<file path="src/rtl/alu_pkg.sv">
// Shared ALU definitions: add/subtract opcodes, NZCV flag bit positions and
// the carry-seed rule that turns an opcode into the adder's initial carry.
package alu_pkg;

    localparam logic [1:0] OP_ADD = 2'b00;
    localparam logic [1:0] OP_ADC = 2'b01;
    localparam logic [1:0] OP_SUB = 2'b10;
    localparam logic [1:0] OP_SBC = 2'b11;

    localparam int FLAG_N = 3;
    localparam int FLAG_Z = 2;
    localparam int FLAG_C = 1;
    localparam int FLAG_V = 0;

    // Subtraction is A + ~B + seed, so SUB seeds 1 and SBC seeds CIN (1 = no borrow).
    function automatic logic carry_seed(input logic [1:0] op, input logic cin);
        logic seed;
        seed = 1'b0;
        case (op)
            OP_ADD:  seed = 1'b0;
            OP_ADC:  seed = cin;
            OP_SUB:  seed = 1'b1;
            default: seed = cin;
        endcase
        return seed;
    endfunction

    function automatic logic inverts_b(input logic [1:0] op);
        return (op == OP_SUB) || (op == OP_SBC);
    endfunction

endpackage

</file>
<file path="src/rtl/addsub_slice.sv">
// One pipeline stage of the sliced adder: adds a CHUNK-bit slice with the
// carry from the previous stage and registers sum, carry-out and running zero.
module addsub_slice #(
    parameter int CHUNK = 8
) (
    input  logic             clk,
    input  logic             rst,
    input  logic             in_valid,
    output logic             in_ready,
    output logic             out_valid,
    input  logic             out_ready,
    input  logic [CHUNK-1:0] a,
    input  logic [CHUNK-1:0] b,
    input  logic             cin,
    input  logic             zin,
    output logic [CHUNK-1:0] sum,
    output logic             cout,
    output logic             zero
);

    logic [CHUNK:0] total;
    logic           load;

    assign total    = {1'b0, a} + {1'b0, b} + {{CHUNK{1'b0}}, cin};
    assign in_ready = !out_valid || out_ready;
    assign load     = in_valid && in_ready;

    // zero accumulates: a slice is only "zero" if every slice below it was too.
    always_ff @(posedge clk or posedge rst) begin
        if (rst) begin
            out_valid <= 1'b0;
            sum       <= '0;
            cout      <= 1'b0;
            zero      <= 1'b0;
        end else begin
            if (in_ready) begin
                out_valid <= in_valid;
            end
            if (load) begin
                sum  <= total[CHUNK-1:0];
                cout <= total[CHUNK];
                zero <= zin && (total[CHUNK-1:0] == '0);
            end
        end
    end

endmodule

</file>
<file path="src/rtl/addsub_pipe.sv">
// Pipelined WIDTH-bit add/subtract with NZCV flags, one CHUNK-bit carry slice
// per stage, valid/ready on both sides and one operation per cycle.
//
// Handshake: a beat moves across a boundary on a rising edge where both valid
// and ready are high; valid never depends on ready, ready may depend on the
// downstream ready (combinational chain from out_ready back to in_ready), and
// result/flags stay frozen while out_valid is high and out_ready is low.
module addsub_pipe
    import alu_pkg::*;
#(
    parameter int WIDTH = 32,
    parameter int CHUNK = 8
) (
    input  logic             clk,
    input  logic             rst,
    input  logic             in_valid,
    output logic             in_ready,
    input  logic [1:0]       op,
    input  logic [WIDTH-1:0] a,
    input  logic [WIDTH-1:0] b,
    input  logic             cin,
    output logic             out_valid,
    input  logic             out_ready,
    output logic [WIDTH-1:0] result,
    output logic             flag_n,
    output logic             flag_z,
    output logic             flag_c,
    output logic             flag_v
);

    localparam int STAGES = WIDTH / CHUNK;

    logic [WIDTH-1:0] opa;
    logic [WIDTH-1:0] opb;
    logic             seed;

    assign opa  = a;
    assign opb  = inverts_b(op) ? ~b : b;
    assign seed = carry_seed(op, cin);

    // src_a/src_b: operand bits not yet consumed by the beat entering stage k
    // (aligned with stage k-1). dsk: finished low result bits of the beat held
    // in stage k. Both shrink/grow by one chunk per stage.
    for (genvar k = 0; k < STAGES; k++) begin : g_st
        localparam int SRCW = WIDTH - k * CHUNK;

        logic [SRCW-1:0]          src_a;
        logic [SRCW-1:0]          src_b;
        logic [(k+1)*CHUNK-1:0]   done;
        logic [CHUNK-1:0]         sum;
        logic                     vin;
        logic                     cin_k;
        logic                     zin_k;
        logic                     vld;
        logic                     rdy;
        logic                     rdy_next;
        logic                     ld;
        logic                     cry;
        logic                     zro;

        assign ld = vin && rdy;

        if (k == 0) begin : g_head
            assign src_a = opa;
            assign src_b = opb;
            assign vin   = in_valid;
            assign cin_k = seed;
            assign zin_k = 1'b1;
            assign done  = sum;
        end else begin : g_body
            logic [k*CHUNK-1:0] dsk;

            always_ff @(posedge clk or posedge rst) begin
                if (rst) begin
                    src_a <= '0;
                    src_b <= '0;
                    dsk   <= '0;
                end else begin
                    if (g_st[k-1].ld) begin
                        src_a <= g_st[k-1].src_a[SRCW+CHUNK-1:CHUNK];
                        src_b <= g_st[k-1].src_b[SRCW+CHUNK-1:CHUNK];
                    end
                    if (ld) begin
                        dsk <= g_st[k-1].done;
                    end
                end
            end

            assign vin   = g_st[k-1].vld;
            assign cin_k = g_st[k-1].cry;
            assign zin_k = g_st[k-1].zro;
            assign done  = {sum, dsk};
        end

        if (k == STAGES - 1) begin : g_tail
            assign rdy_next = out_ready;
        end else begin : g_mid
            assign rdy_next = g_st[k+1].rdy;
        end

        addsub_slice #(
            .CHUNK(CHUNK)
        ) u_slice (
            .clk       (clk),
            .rst       (rst),
            .in_valid  (vin),
            .in_ready  (rdy),
            .out_valid (vld),
            .out_ready (rdy_next),
            .a         (src_a[CHUNK-1:0]),
            .b         (src_b[CHUNK-1:0]),
            .cin       (cin_k),
            .zin       (zin_k),
            .sum       (sum),
            .cout      (cry),
            .zero      (zro)
        );
    end

    // Operand sign bits of the beat in the last stage, needed for signed overflow.
    logic sign_a;
    logic sign_b;

    always_ff @(posedge clk or posedge rst) begin
        if (rst) begin
            sign_a <= 1'b0;
            sign_b <= 1'b0;
        end else if (g_st[STAGES-1].ld) begin
            sign_a <= g_st[STAGES-1].src_a[CHUNK-1];
            sign_b <= g_st[STAGES-1].src_b[CHUNK-1];
        end
    end

    logic [3:0] flags;

    assign result        = g_st[STAGES-1].done;
    assign flags[FLAG_N] = result[WIDTH-1];
    assign flags[FLAG_Z] = g_st[STAGES-1].zro;
    assign flags[FLAG_C] = g_st[STAGES-1].cry;
    assign flags[FLAG_V] = (sign_a == sign_b) && (result[WIDTH-1] != sign_a);

    assign flag_n    = flags[FLAG_N];
    assign flag_z    = flags[FLAG_Z];
    assign flag_c    = flags[FLAG_C];
    assign flag_v    = flags[FLAG_V];
    assign in_ready  = g_st[0].rdy;
    assign out_valid = g_st[STAGES-1].vld;

endmodule
</file>
<file path="config.mk">
export PLATFORM = sky130hd
export DESIGN_NAME = addsub_pipe
export DESIGN_NICKNAME = d
export VERILOG_FILES = /design/src/rtl/alu_pkg.sv /design/src/rtl/addsub_slice.sv /design/src/rtl/addsub_pipe.sv
export SDC_FILE = /design/constraint.sdc
export NUM_CORES = 1
export LEC_CHECK = 0
export ABC_AREA = 1
export ABC_CLOCK_PERIOD_IN_PS = 8200
export CAP_MARGIN = 5
export CORE_ASPECT_RATIO = 1.2
export CORE_MARGIN = 2
export CORE_UTILIZATION = 40
export DETAILED_ROUTE_END_ITERATION = 8
export PLACE_DENSITY_LB_ADDON = 0.05
export SETUP_SLACK_MARGIN = 0.2
export SYNTH_ARGS = -nofsm -noshare
export SYNTH_HDL_FRONTEND = slang
export SYNTH_SLANG_ARGS = --single-unit
</file>
<file path="constraint.sdc">
create_clock -name clk -period 8.2 [get_ports clk]
set_input_delay 1.23 -clock clk [delete_from_list [all_inputs] [get_ports clk]]
set_output_delay 1.23 -clock clk [all_outputs]
set_load 0.02 [all_outputs]
</file>
==> impl_metrics.yaml, run 1 <==
outcome:
  outcome: "completed"
placement:
  cells_after_dpl: 1428
  preCtsSetupSlack_ps: 4256
  hpwl_um: 12490
  globalplace.congestion: 0.7761
  placement.io_buffers: 108
  postPlaceCellArea_sq_um: 10180
synthesis:
  synth_simple_gate_area_share_pct: 27.09
  synth-adder-area-share_pct: 5.691
  synth_cells: 1080
  synth.mux.area_fraction_pct: 0.1116
  synthesis.nets: 1187
  mappedNetlistArea_sq_um: 8970
  syn-mean-instance-area_sq_um: 8.305
  yosysSeqAreaShare_pct: 53.01
  synth.lib_cells_used.distinct: 28
  synth_xor_xnor_area_share_pct: 3.515
  synth_compound_area_share_pct: 4.910
  yosysWarningCount: 0
  synth-seq-cells: 190
  dominant_combinational_cell_family_by_area_after_synthesis: "simple AND/OR/NAND/NOR gates"
power_and_ir_drop:
  p_per_area_nw_per_um2: 329.7
  cellLeakagePower_nw: 5.565
  worst_ir_drop_vdd_mv: 0.1746
floorplan:
  initial_utilization_pct: 40.37
  die_area_sq_um: 23640
  rows: 60
  dieWidth_um: 140.7
  io_pins: 109
  core_sq_um: 22220
  die-height_um: 168.0
flow_run:
  timing.max_cap.violations: 0
timing:
  timing.hold.ws_ps: 460.3
  setup_slack_ps: 4250
  maxSlewViolCount: 0
  fin_tns_setup_ps: 0
  final_hold_viol_count: 0
  highest_clock_rate_mhz: 253.2
  setup_violations: 0
  skew_ps: 17.92
  finalWorstPathRequiredPeriod_ps: 3950
  grt_setup_unrepaired: "no"
  layout_worst_path_cycle_share_pct: 48.17
  timing.max_slew.rel_slack_pct: 30.80
  max_slew.worst_pin.slew_ps: 1038
finish:
  syn_to_final_growth_pct: 19.43
  layout-drive-gt1-share_pct: 3.726
  final_cells: 1460
  multiInputGateArea_sq_um: 3706
  diodes: 0
  fillerInstances: 2255
  final_cell_area_sq_um: 10710
  nets: 1275
  ff_latch_area_sq_um: 4755
route:
  dr.first_iter.drc_count: 277
  firstDrtPassIters: 4
  vias: 6616
  avgRoutedWirePerCell_um: 12.49
  vias_per_cell: 4.532
  antenna_nets_post_route: 0
  route.final.wire_length_um: 18230
  drcViolationCount: 0
clock_tree:
  holdBufCountCts: 0
  cts_made_buffers: 17
  cts-htree-levels: 4
  cts_repair_resizes: 0
  path_clk_slew_ps: 70
  clkSinkCount: 190
  post-cts-setup-buffers: 0
  clk-insertion-delay-late_ps: 440
  cts_tree: "done"
  clock_tree.root_cell: "clkbuf_16"
  cts_max_path_buffers: 2
setup_path:
  critical_path.endpoint_type: "output port"
  setup.worst_path.class: "primary input to output port"
  cp.arrival_ps: 2720
  critical_path_required_ps: 6970
  worstPathMaxFanout: 4
  crit_path_start_kind: "primary input"
worst_hold_path:
  worstHoldPathType: "flop to flop"
global_routing:
  vias_in_the_first_global_route: 6683
  grt_start_max_net_pins: 120
  grt_antenna_before_repair: 0
  grtUsageTotal_pct: 16.66
  grt-ovfl-total: 0
  grt_pass1_wl_um: 32310
[final cells by class]
class	instances	area share (%)
well taps	279	3.259
repair buffers	111	10.25
clock inverters	13	0.8409
multi-input cells	777	34.59
flip-flops and latches	190	44.38
clock buffers	19	4.135
inverters	71	2.534
[worst max-delay path, stage by stage]
cell	delay (ps)
clkdlybuf4s50_1	460
inv_1	80
nand4_2	130
inv_2	50
nand2_2	130
clkdlybuf4s50_1	630
[Yosys cell counts, drive strengths merged]
library cell	n	area share [%]
nand3b	7	0.59
fa	8	1.8
xor2	8	0.78
o21a	3	0.25
dfrtp	190	53
ha	28	3.9
a31oi	2	0.14
o21ai	57	3.2
buf	31	2.2
nor2	27	1.1
nand2	547	23
inv	71	3.0
o21bai	1	0.084
nand4	7	0.56
a21oi	19	1.1
nor3	1	0.056
xnor2	28	2.7
o311ai	2	0.20
nand3	31	1.7
mux2i	1	0.11
clkbuf	11	0.46
[layout by cell type, fill, tap and decap left out, drive strengths merged]
cell             n
nand2          547
dfrtp          190
clkdlybuf4s50  107
inv             74
o21ai           57
nand3           31
xnor2           28
ha              28
nor2            27
a21oi           19
clkbuf          19
clkinv          10
xor2             8
fa               8
nand3b           7
nand4            7
buf              4
o21a             3
a31oi            2
o311ai           2
mux2i            1
nor3             1
o21bai           1
[path summary, 6_finish.rpt]
kind | start | end | slack (ps) | cells after the start
max in group asynchronous | rst | g_st[1].src_a[14] | 5300 | 3
worst min-delay path | g_st[2].g_body.dsk[1] | g_st[3].g_body.dsk[1] | 460 | 2
worst min register to register | g_st[2].g_body.dsk[1] | g_st[3].g_body.dsk[1] | 460 | 2
worst max register to register | g_st[3].u_slice.out_valid | g_st[1].u_slice.sum[6] | 5750 | 5
min in group asynchronous | rst | g_st[1].src_a[1] | 1390 | 2
worst max-delay path | out_ready | in_ready | 4250 | 6
[per-layer routing]
layer | global-route usage (%) | wire [um] | share of wire, %
met5 | 0 | 0 | 0
met4 | 4.304 | 133 | 0.73
met3 | 3.385 | 550 | 3.0
met2 | 24.67 | 7578 | 42
met1 | 25.07 | 9969 | 55
[state kept, by name (all words and copies together) (netlist names)]
| name | count |
|---|---|
| g_st.u_slice.sum | 32 |
| g_st.u_slice.cout | 4 |
| g_st.u_slice.out_valid | 4 |
| sign_a | 1 |
| g_st.u_slice.zero | 4 |
| g_st.g_body.dsk | 48 |
| g_st.src_a | 48 |
| g_st.src_b | 48 |
| sign_b | 1 |
[report_power, final]
group | switching (mW) | internal, mW
clock network | 0.365 | 0.398
registers | 0.192 | 1.26
logic | 0.799 | 0.522
total | 1.36 | 2.18
[through the flow]
stage	total power [mW]	utilization [%]
global route	3.846	48.21
finish	3.532	48.21
floorplan	2.367	-
detailed placement	2.805	45.81
global placement	2.790	45.81
CTS	3.580	48.21
[kinds of logic (layout without fill, tap and decap cells)]
group / after synthesis / in the layout
buffers and inverters: 113 / 214
adder cells (fa/ha/maj): 36 / 36
multiplexers: 1 / 1
XOR/XNOR: 36 / 36
AO/OA/AOI/OAI: 84 / 84
AND/OR/NAND/NOR: 620 / 620
flip-flops: 190 / 190
(Power assumes the default switching activity.)
==> run 2: changes to the inputs <==
- ABC_CLOCK_PERIOD_IN_PS: 8200 -> 4030
- clock period: 8.2 -> 4.03 ns (I/O delays scaled with it)
==> run 2 against run 1 <==
Effect of this change:
- non-clock buffer count is 6 higher
- sequential share of layout area is 0.49 points lower
- combinational power is 110% higher
- design area is 1.1% higher
- clock skew is 4.2 ps lower
- flip-flop and latch count stayed put
- largest cell class unchanged
- critical endpoint unchanged
- utilization is 0.53 points higher
- count of clock-buffer cells in the layout is 2 lower
- largest power group unchanged
- clock power is 120% higher
- global-route usage is 0.060 points higher
- via count is 0.35% higher
- critical path depth stayed put
==> impl_metrics.yaml, run 2 (synthesis results as in run 1) <==
setup_path:
  setup.worst_path.class: "primary input to output port"
  reg2reg_slack_ps: 1810
  crit_chain: "clkdlybuf4s50_1 > inv_1 > nand4_2 > inv_2 > nand2_2 > clkdlybuf4s50_1"
  timing.rr.end: "g_st[1].u_slice.zero"
  cp-startpoint: "out_ready"
  crit_path_start_kind: "primary input"
  critical-path-slowest-cell: "clkdlybuf4s50_1"
  critical_path_required_ps: 3430
  reg2reg_depth: 9
  cell_repeated_most_along_the_worst_path: "clkdlybuf4s50_1"
  timing.critical_path.max_delay_family: "buffers and inverters"
  worstPathMaxFanout: 4
  critPathBufInv: 4
  rr_startpoint: "g_st[0].u_slice.cout"
  critical_path.endpoint_type: "output port"
  cp.arrival_ps: 2100
  slowest_delay_ps: 640
  crit_path_end: "in_ready"
  cp.depth: 6
floorplan:
  die-height_um: 168.0
  initial_utilization_pct: 40.37
  die_area_sq_um: 23640
  io_pins: 109
  rows: 60
  dieWidth_um: 140.7
  core_sq_um: 22220
timing:
  timing.hold.ws_ps: 468.4
  timing.max_slew.rel_slack_pct: 48.11
  final_hold_viol_count: 0
  finalWorstPathRequiredPeriod_ps: 2706
  skew_ps: 13.75
  maxSlewViolCount: 0
  layout_worst_path_cycle_share_pct: 67.16
  highest_clock_rate_mhz: 369.5
  grt_setup_unrepaired: "no"
  fin_tns_setup_ps: 0
  max_slew.worst_pin.slew_ps: 777.2
  setup_violations: 0
route:
  vias: 6639
  antenna_nets_post_route: 0
  drcViolationCount: 0
  vias_per_cell: 4.529
  dr.first_iter.drc_count: 312
  firstDrtPassIters: 4
  route.final.wire_length_um: 18290
  avgRoutedWirePerCell_um: 12.47
flow_run:
  timing.max_cap.violations: 0
global_routing:
  grt_start_max_net_pins: 80
  grtUsageTotal_pct: 16.72
  grt-ovfl-total: 0
  grt_pass1_wl_um: 32370
  grt_antenna_before_repair: 0
  vias_in_the_first_global_route: 6541
worst_hold_path:
  worstHoldPathType: "flop to flop"
  timing.hold.worst.start: "g_st[2].src_a[12]"
finish:
  top_registers: "g_st.g_body.dsk x48, g_st.src_a x48, g_st.src_b x48"
  final_common_cell: "nand2_1"
  layout-drive-gt1-share_pct: 4.297
  layout_common_cells: "544 x nand2_1, 190 x dfrtp_1, 107 x clkdlybuf4s50_1, 66 x inv_1, 31 x nand3_1"
  post-route-util_pct: 48.74
  syn_to_final_growth_pct: 20.76
  diodes: 0
  nets: 1281
outcome:
  outcome: "completed"
clock_tree:
  post-cts-setup-buffers: 0
  cts_made_buffers: 17
  clk-insertion-delay-late_ps: 440
  cts-htree-levels: 4
  cts_max_path_buffers: 2
  cts_tree: "done"
  cts_repair_resizes: 0
  path_clk_slew_ps: 70
  holdBufCountCts: 0
  clock_tree.root_cell: "clkbuf_16"
  clkSinkCount: 190
power_and_ir_drop:
  total_power_mw: 7.332
  p_per_area_nw_per_um2: 676.9
  cellLeakagePower_nw: 5.615
  worst_ir_drop_vdd_mv: 0.3300
placement:
  placement.io_buffers: 108
  globalplace.congestion: 0.8189
  hpwl_um: 13050
run 2: cell count changes in the layout (fill, tap and decap cells not counted):
| cell | change |
|---|---|
| inv_6 | +1 |
| clkinv_2 | -7 |
| clkbuf_8 | -1 |
| clkinv_8 | +1 |
| clkbuf_1 | -1 |
| inv_8 | +3 |
| buf_4 | +5 |
| clkinvlp_4 | +1 |
| bufinv_16 | +1 |
| buf_12 | +1 |
| clkinv_4 | +2 |
run 2: final cells by class:
type,count,area (sq um)
fillers,2256,11390
flip-flops and latches,190,4755
multi-input cells,777,3706
repair buffers,117,1156
clock buffers,17,425.4
well taps,279,349.1
inverters,71,270.3
clock inverters,15,170.2
run 2: worst reg2reg max path, cell delays in order, from the launching register on:
cell	delay [ps]
dfrtp_1	420
fa_1	500
fa_1	420
xnor2_1	250
nand3_1	170
nor2_1	120
nand3_1	80
nor2_1	90
nand2_1	70
nand2_1	60
run 2: through the flow:
stage	instances	instance area, sq um	worst slack [ps]
CTS	1466	10830	1315
global placement	1434	10240	1300
finish	1466	10830	1324
global route	1466	10830	1252
detailed placement	1434	10240	1224
floorplan	1080	8974	977.0
run 2: metal layers:
| metal | vias to the layer above | track usage (%) | wire length [um] |
|---|---|---|---|
| li1 | 3547 | - | - |
| met1 | 2959 | 25.71 | 9852 |
| met2 | 111 | 23.61 | 7504 |
| met3 | 22 | 3.214 | 622 |
| met4 | 0 | 5.652 | 309 |
| met5 | - | 0 | 0 |
run 2: worst min path at each step:
stage,endpoint,slack [ps],depth (start not counted)
after global placement,g_st[3].src_a[0],450,2
after CTS,g_st[3].src_a[0],470,2
after global routing,g_st[2].g_body.dsk[3],490,2
final,g_st[3].src_a[4],470,2
after detailed placement,g_st[2].src_a[3],450,2
after floorplan,g_st[1].g_body.dsk[0],440,2
run 2: where the power goes:
group	internal [mW]	total, mW	leakage, nW	switching [mW]
clock network	0.887	1.68	0.293	0.797
registers	2.55	2.93	2.36	0.380
logic	1.07	2.71	2.96	1.64
total	4.51	7.33	5.61	2.82
